File: config.mk
export PLATFORM = sky130hd
export DESIGN_NAME = cpu_sequencer
export DESIGN_NICKNAME = d
export VERILOG_FILES = /design/src/rtl/cpu_sequencer.sv
export SDC_FILE = /design/constraint.sdc
export NUM_CORES = 1
export LEC_CHECK = 0
export ABC_AREA = 1
export CAP_MARGIN = 20
export CORE_UTILIZATION = 40
export CTS_CLUSTER_DIAMETER = 30
export DETAILED_ROUTE_END_ITERATION = 12
export PLACE_DENSITY = 0.8
export SLEW_MARGIN = 20
export SYNTH_ARGS = -nofsm -noshare
export SYNTH_HDL_FRONTEND = slang
export SYNTH_SLANG_ARGS = --single-unit
File: constraint.sdc
create_clock -name clk -period 2.17 [get_ports clk]
set_clock_uncertainty 0.1 [all_clocks]
set_input_delay 0.3255 -clock clk [delete_from_list [all_inputs] [get_ports clk]]
set_output_delay 0.3255 -clock clk [all_outputs]
set_load 0.05 [all_outputs]
File: src/rtl/cpu_sequencer.sv
// Microcoded-style instruction sequencer: FETCH/EXEC/HALT control FSM
// that owns pc and ir and emits the datapath control word.
module cpu_sequencer (
    input  logic        clk,
    input  logic        reset,
    input  logic [7:0]  dbus,
    input  logic        mem_wait,
    input  logic        flag_c,
    input  logic        flag_z,
    input  logic        resume,
    output logic [14:0] ctrl,
    output logic [7:0]  pc,
    output logic [7:0]  ir,
    output logic        halted
);

    localparam int LOAD_IR   = 14;
    localparam int LOAD_PC   = 13;
    localparam int LOAD_A    = 12;
    localparam int LOAD_B    = 11;
    localparam int LOAD_X    = 10;
    localparam int DO_OUT    = 9;
    localparam int STORE_MEM = 8;
    localparam int ASSERT_M  = 7;
    localparam int ASSERT_E  = 6;
    localparam int ASSERT_A  = 5;
    localparam int ASSERT_X  = 4;
    localparam int IMMED     = 3;
    localparam int JUMP_CTL  = 2;
    localparam int DO_SUB    = 1;
    localparam int DO_JUMP   = 0;

    typedef enum logic [1:0] {
        S_FETCH = 2'd0,
        S_EXEC  = 2'd1,
        S_HALT  = 2'd2
    } state_t;

    state_t      state_q, state_d;
    logic [7:0]  pc_q, pc_d;
    logic [7:0]  ir_q, ir_d;
    logic [14:0] ctrl_c;
    logic        jump_c;

    always_comb begin
        state_d = state_q;
        pc_d    = pc_q;
        ir_d    = ir_q;
        ctrl_c  = '0;
        jump_c  = 1'b0;
        unique case (state_q)
            S_FETCH: begin
                if (!mem_wait) begin
                    ctrl_c[LOAD_IR]  = 1'b1;
                    ctrl_c[ASSERT_M] = 1'b1;
                    ir_d    = dbus;
                    pc_d    = pc_q + 8'd1;
                    state_d = S_EXEC;
                end
            end
            S_EXEC: begin
                if (!mem_wait) begin
                    unique case (ir_q[3:2])
                        2'd0: ctrl_c[ASSERT_M] = 1'b1;
                        2'd1: ctrl_c[ASSERT_E] = 1'b1;
                        2'd2: ctrl_c[ASSERT_A] = 1'b1;
                        2'd3: ctrl_c[ASSERT_X] = 1'b1;
                        default: ;
                    endcase
                    ctrl_c[IMMED]  = ir_q[7];
                    ctrl_c[DO_SUB] = ir_q[1];
                    unique case (ir_q[6:4])
                        3'd0: ctrl_c[LOAD_A]    = 1'b1;
                        3'd1: ctrl_c[LOAD_B]    = 1'b1;
                        3'd2: ctrl_c[LOAD_X]    = 1'b1;
                        3'd3: ctrl_c[DO_OUT]    = 1'b1;
                        3'd4: ctrl_c[STORE_MEM] = 1'b1;
                        3'd5: begin
                            ctrl_c[LOAD_PC] = 1'b1;
                            jump_c          = 1'b1;
                        end
                        3'd6: begin
                            ctrl_c[LOAD_PC]  = 1'b1;
                            ctrl_c[JUMP_CTL] = 1'b1;
                            jump_c           = flag_c;
                        end
                        3'd7: begin
                            ctrl_c[LOAD_PC]  = 1'b1;
                            ctrl_c[JUMP_CTL] = 1'b1;
                            jump_c           = flag_z;
                        end
                        default: ;
                    endcase
                    ctrl_c[DO_JUMP] = jump_c;
                    // Immediate operands sit at pc; skip past them unless jumping.
                    if (jump_c) begin
                        pc_d = dbus;
                    end else if (ir_q[7]) begin
                        pc_d = pc_q + 8'd1;
                    end
                    state_d = ir_q[0] ? S_HALT : S_FETCH;
                end
            end
            S_HALT: begin
                if (resume) begin
                    state_d = S_FETCH;
                end
            end
            default: state_d = S_FETCH;
        endcase
    end

    always_ff @(posedge clk) begin
        if (reset) begin
            state_q <= S_FETCH;
            pc_q    <= 8'h00;
            ir_q    <= 8'h00;
        end else begin
            state_q <= state_d;
            pc_q    <= pc_d;
            ir_q    <= ir_d;
        end
    end

    assign ctrl   = reset ? 15'd0 : ctrl_c;
    assign pc     = pc_q;
    assign ir     = ir_q;
    assign halted = (state_q == S_HALT);

endmodule

==> impl.org <==
** GRT
- The first global-routing pass estimated 4970 µm of wire.
- The number of global-route vias before repair is 1110.
- Largest net degree at the start of global routing :: 14
- For this run, the total global-route usage over all layers was measured as 23.1%.
- Leftover overflow at the end of global routing :: 0
- The number of antenna violations at the first check in global routing was 0.

** Route
- After detailed routing, no signal wire sits above met4.
- The first detailed-routing pass ran for 4 iterations.
- Final routed wirelength across all metal layers :: 3090 µm
- Wire segments on met2 add up to 1490 µm in the final route.
- DRC violation count after routing :: 0
- Vias per cell :: 5.08
- Met3 Routed Length :: 163 µm
- In the final routing, the length of wire on met1 measures 1410 µm.
- Via count :: 1284
- The first routing iteration left 39 violations.
- In the final routed layout, each cell accounts on average for 12.2 µm.
- Post-route antenna net violation count :: 0

** Floorplan
- The die covers 3020 µm².
- Core box area :: 2570 µm²
- 46 I/O pins were placed.
- From bottom edge to top edge, the die measures 54.9 µm.
- From left edge to right edge, the die measures 54.9 µm.
- Once the floorplan was initialized, standard cells occupied 43.6% of the core.
- Number of core rows :: 18

** STA
- Final period util :: 95.7%
- Final Critical Period :: 2080 ps
- Transition time at the pin with the least slew margin :: 507 ps
- Setup repair after global routing left no endpoint under its margin.
- Final Hold Vio Count :: 0
- Final worst slack :: 93.5 ps
- Pins Over Slew Limit :: 0
- Highest Clock Rate :: 482 MHz
- Adding up every negative setup slack in the final design gives 0 ps.
- Setup violations remaining at the end of the flow were counted as 0.
- Headroom to the max-slew limit came out at 66.1%.

** Yosys
- Post-synth net total :: 192
- Fraction of registers with async set/reset :: 0%
- Main area contributors after synthesis :: sky130_fd_sc_hd__dfxtp_1 (32%), sky130_fd_sc_hd__nand2_1 (15%), sky130_fd_sc_hd__inv_1 (8.4%), sky130_fd_sc_hd__a21oi_1 (7.6%), sky130_fd_sc_hd__nor2_1 (6.7%)
- For this run, the number of Yosys warnings is 0.
- Library cell occupying the most area in the post-synthesis netlist :: sky130_fd_sc_hd__dfxtp_1
- Mean area per synthesized cell :: 6.33 µm²
- For this run, the register share of the synthesized area comes to 32.2%.
- After synthesis, the largest area contributor takes up 32.2% of total cell area.
- Top cells by count, synth :: sky130_fd_sc_hd__nand2_1 (44), sky130_fd_sc_hd__inv_1 (25), sky130_fd_sc_hd__nor2_1 (20)
- Counting every instance in the synthesized netlist gives 177.
- The synthesized netlist occupies a cell area of 1120 µm².
- Synthesis-stage register bit count :: 18
- In the post-synthesis netlist, the cell with the most instances is sky130_fd_sc_hd__nand2_1.
- Count of cell types in the netlist :: 25
- Number of flops mapped to enable cells by yosys :: 0
- For this run, the leading register cell type out of synthesis is sky130_fd_sc_hd__dfxtp_1.

** Power
- Peak VDD IR :: 0.494 mV
- Leak Pwr :: 0.793 nW
- Pwr per Cell Area :: 441 nW/µm²

** Clock tree
- No sink is reached through more buffers than the 2 on the longest clock path.
- TritonCTS clock tree :: yes
- In this run the number of H-tree levels came out at 1.
- Clock Latency Late Sink :: 290 ps
- Cell chosen for the clock root :: sky130_fd_sc_hd__clkbuf_4
- Clock tree synthesis found a total of 18 sinks.
- Counting the buffers created by CTS gives 3.
- CTS clock-pin slew for the worst setup and hold paths :: 100 ps

** Setup path
- Arr. time, crit path :: 1650 ps
- The worst setup path is of the reg2out kind.
- Startpoint types :: flip-flop
- Following the worst setup path forward leads to its endpoint at ctrl[0].
- Slowest stage delay, CP :: 440 ps
- Tracing the worst setup path back leads to its startpoint at state_q[0].
- Type of element capturing the critical path :: primary output
- Across all register-to-register paths, the minimum setup slack is 600 ps.
- Critical-path cell list :: inv_2 -> nor2_4 -> inv_1 -> nor4_2 -> buf_12
- RR Endpoint :: pc[1]
- Required time at the worst-slack endpoint :: 1740 ps
- Worst-path maximum fanout :: 6
- Startpoint of the most critical register-to-register path :: ir[4]
- Slowest stage cell, crit path :: sky130_fd_sc_hd__dfxtp_1
- For the worst flop-to-flop path, the logic depth is 8.

** Placement
- Global placer's final weighted congestion :: 0.827
- Placed Cells :: 250
- Port buffering added 45 buffers.
- Detailed placement ended at an HPWL of 2350 µm.
- Before CTS, the worst setup slack after placement is -60.7 ps.
- Placed cell area :: 1770 µm²

** Finish
- Diode count :: 0
- Util after Layout :: 71.8%
- Number of standard cells in the layout, taps in and fillers out :: 253
- For this run, the post-layout net count is 240.
- Summing all non-filler instances in the final layout gives an area of 1840 µm².
- From synthesis to final layout, the design area changed by 64.7%.
- Of the cells placed in the final design, the portion with a size suffix greater than 1 is 21.5%.

** Min path
- The worst hold path belongs to the class reg2reg.

** Status
- The run finished with clean final reports.

** Run
- The tool flagged a number of max-cap violations equal to 0.
what timing repair did:
item | CTS | global route
cloned | 0 | 0
hold buffers | 0 | 0
gates resized for setup | 6 | 7
endpoints found under the hold margin | 0 | 0
setup buffers | 0 | 0
endpoints found under the setup margin | 8 | 8
report_power, final:
| group | leakage, nW | switching, mW | internal (mW) |
|---|---|---|---|
| Clock | 0.0138 | 0.0989 | 0.0645 |
| Sequential | 0.148 | 0.0269 | 0.350 |
| Combinational | 0.631 | 0.173 | 0.100 |
worst min-delay path by stage:
stage | start | endpoint | slack, ps | depth (start not counted)
after floorplan | mem_wait | state_q[0] | 370 | 2
after global placement | pc[7] | pc[7] | 380 | 2
after detailed placement | pc[6] | pc[6] | 400 | 2
after CTS | pc[6] | pc[6] | 420 | 2
after global routing | pc[6] | pc[6] | 430 | 2
final | pc[6] | pc[6] | 410 | 2
routing by layer:
layer | up-vias | track usage [%]
li1 | 654 | -
met1 | 582 | 32.5
met2 | 45 | 37.1
met3 | 3 | 2.46
met4 | 0 | 6.25
met5 | - | 0
state kept, by name, indices dropped and copies added, names as in the netlist:
| name | flops |
|---|---|
| state_q | 2 |
| ir | 8 |
| pc | 8 |
layout make-up:
cell class / instances / area [µm²]
inverter: 27 / 101
timing repair buffer: 49 / 631
multi-input combinational: 126 / 689
tap: 30 / 37.5
fill: 217 / 723
clock buffer: 3 / 22.5
sequential: 18 / 363
per-stage QoR:
| stage | hold slack, ps | total power [mW] |
|---|---|---|
| after global routing | 433 | 0.851 |
| after floorplan | 373 | 0.547 |
| after global placement | 382 | 0.645 |
| final | 415 | 0.814 |
| after detailed placement | 402 | 0.648 |
| after CTS | 415 | 0.811 |
layout by cell type, fill, tap and decap left out, drive strengths merged, types with 2 or more instances in the layout:
master	instances
nor3	7
o21ai	10
nor2	25
clkdlybuf4s50	28
a21oi	18
clkbuf	3
nor4	2
inv	27
dfxtp	18
nand3	12
nand2	46
buf	20
worst max-delay path, delay by kind of cell, from the launching register on:
kind / cells / cell delay, ps
buffers and inverters: 3 / 400
DFF: 1 / 440
and+or+nand+nor: 2 / 540
cells by family after synthesis:
logic type | share of synthesized area (%)
AND/OR/NAND/NOR | 38.4
adder cells (fa/ha/maj) | 1.12
AO/OA/AOI/OAI | 15.1
buffers and inverters | 12.4
XOR/XNOR | 0.782
flip-flops | 32.2
Power figures use the tool's default switching activity.
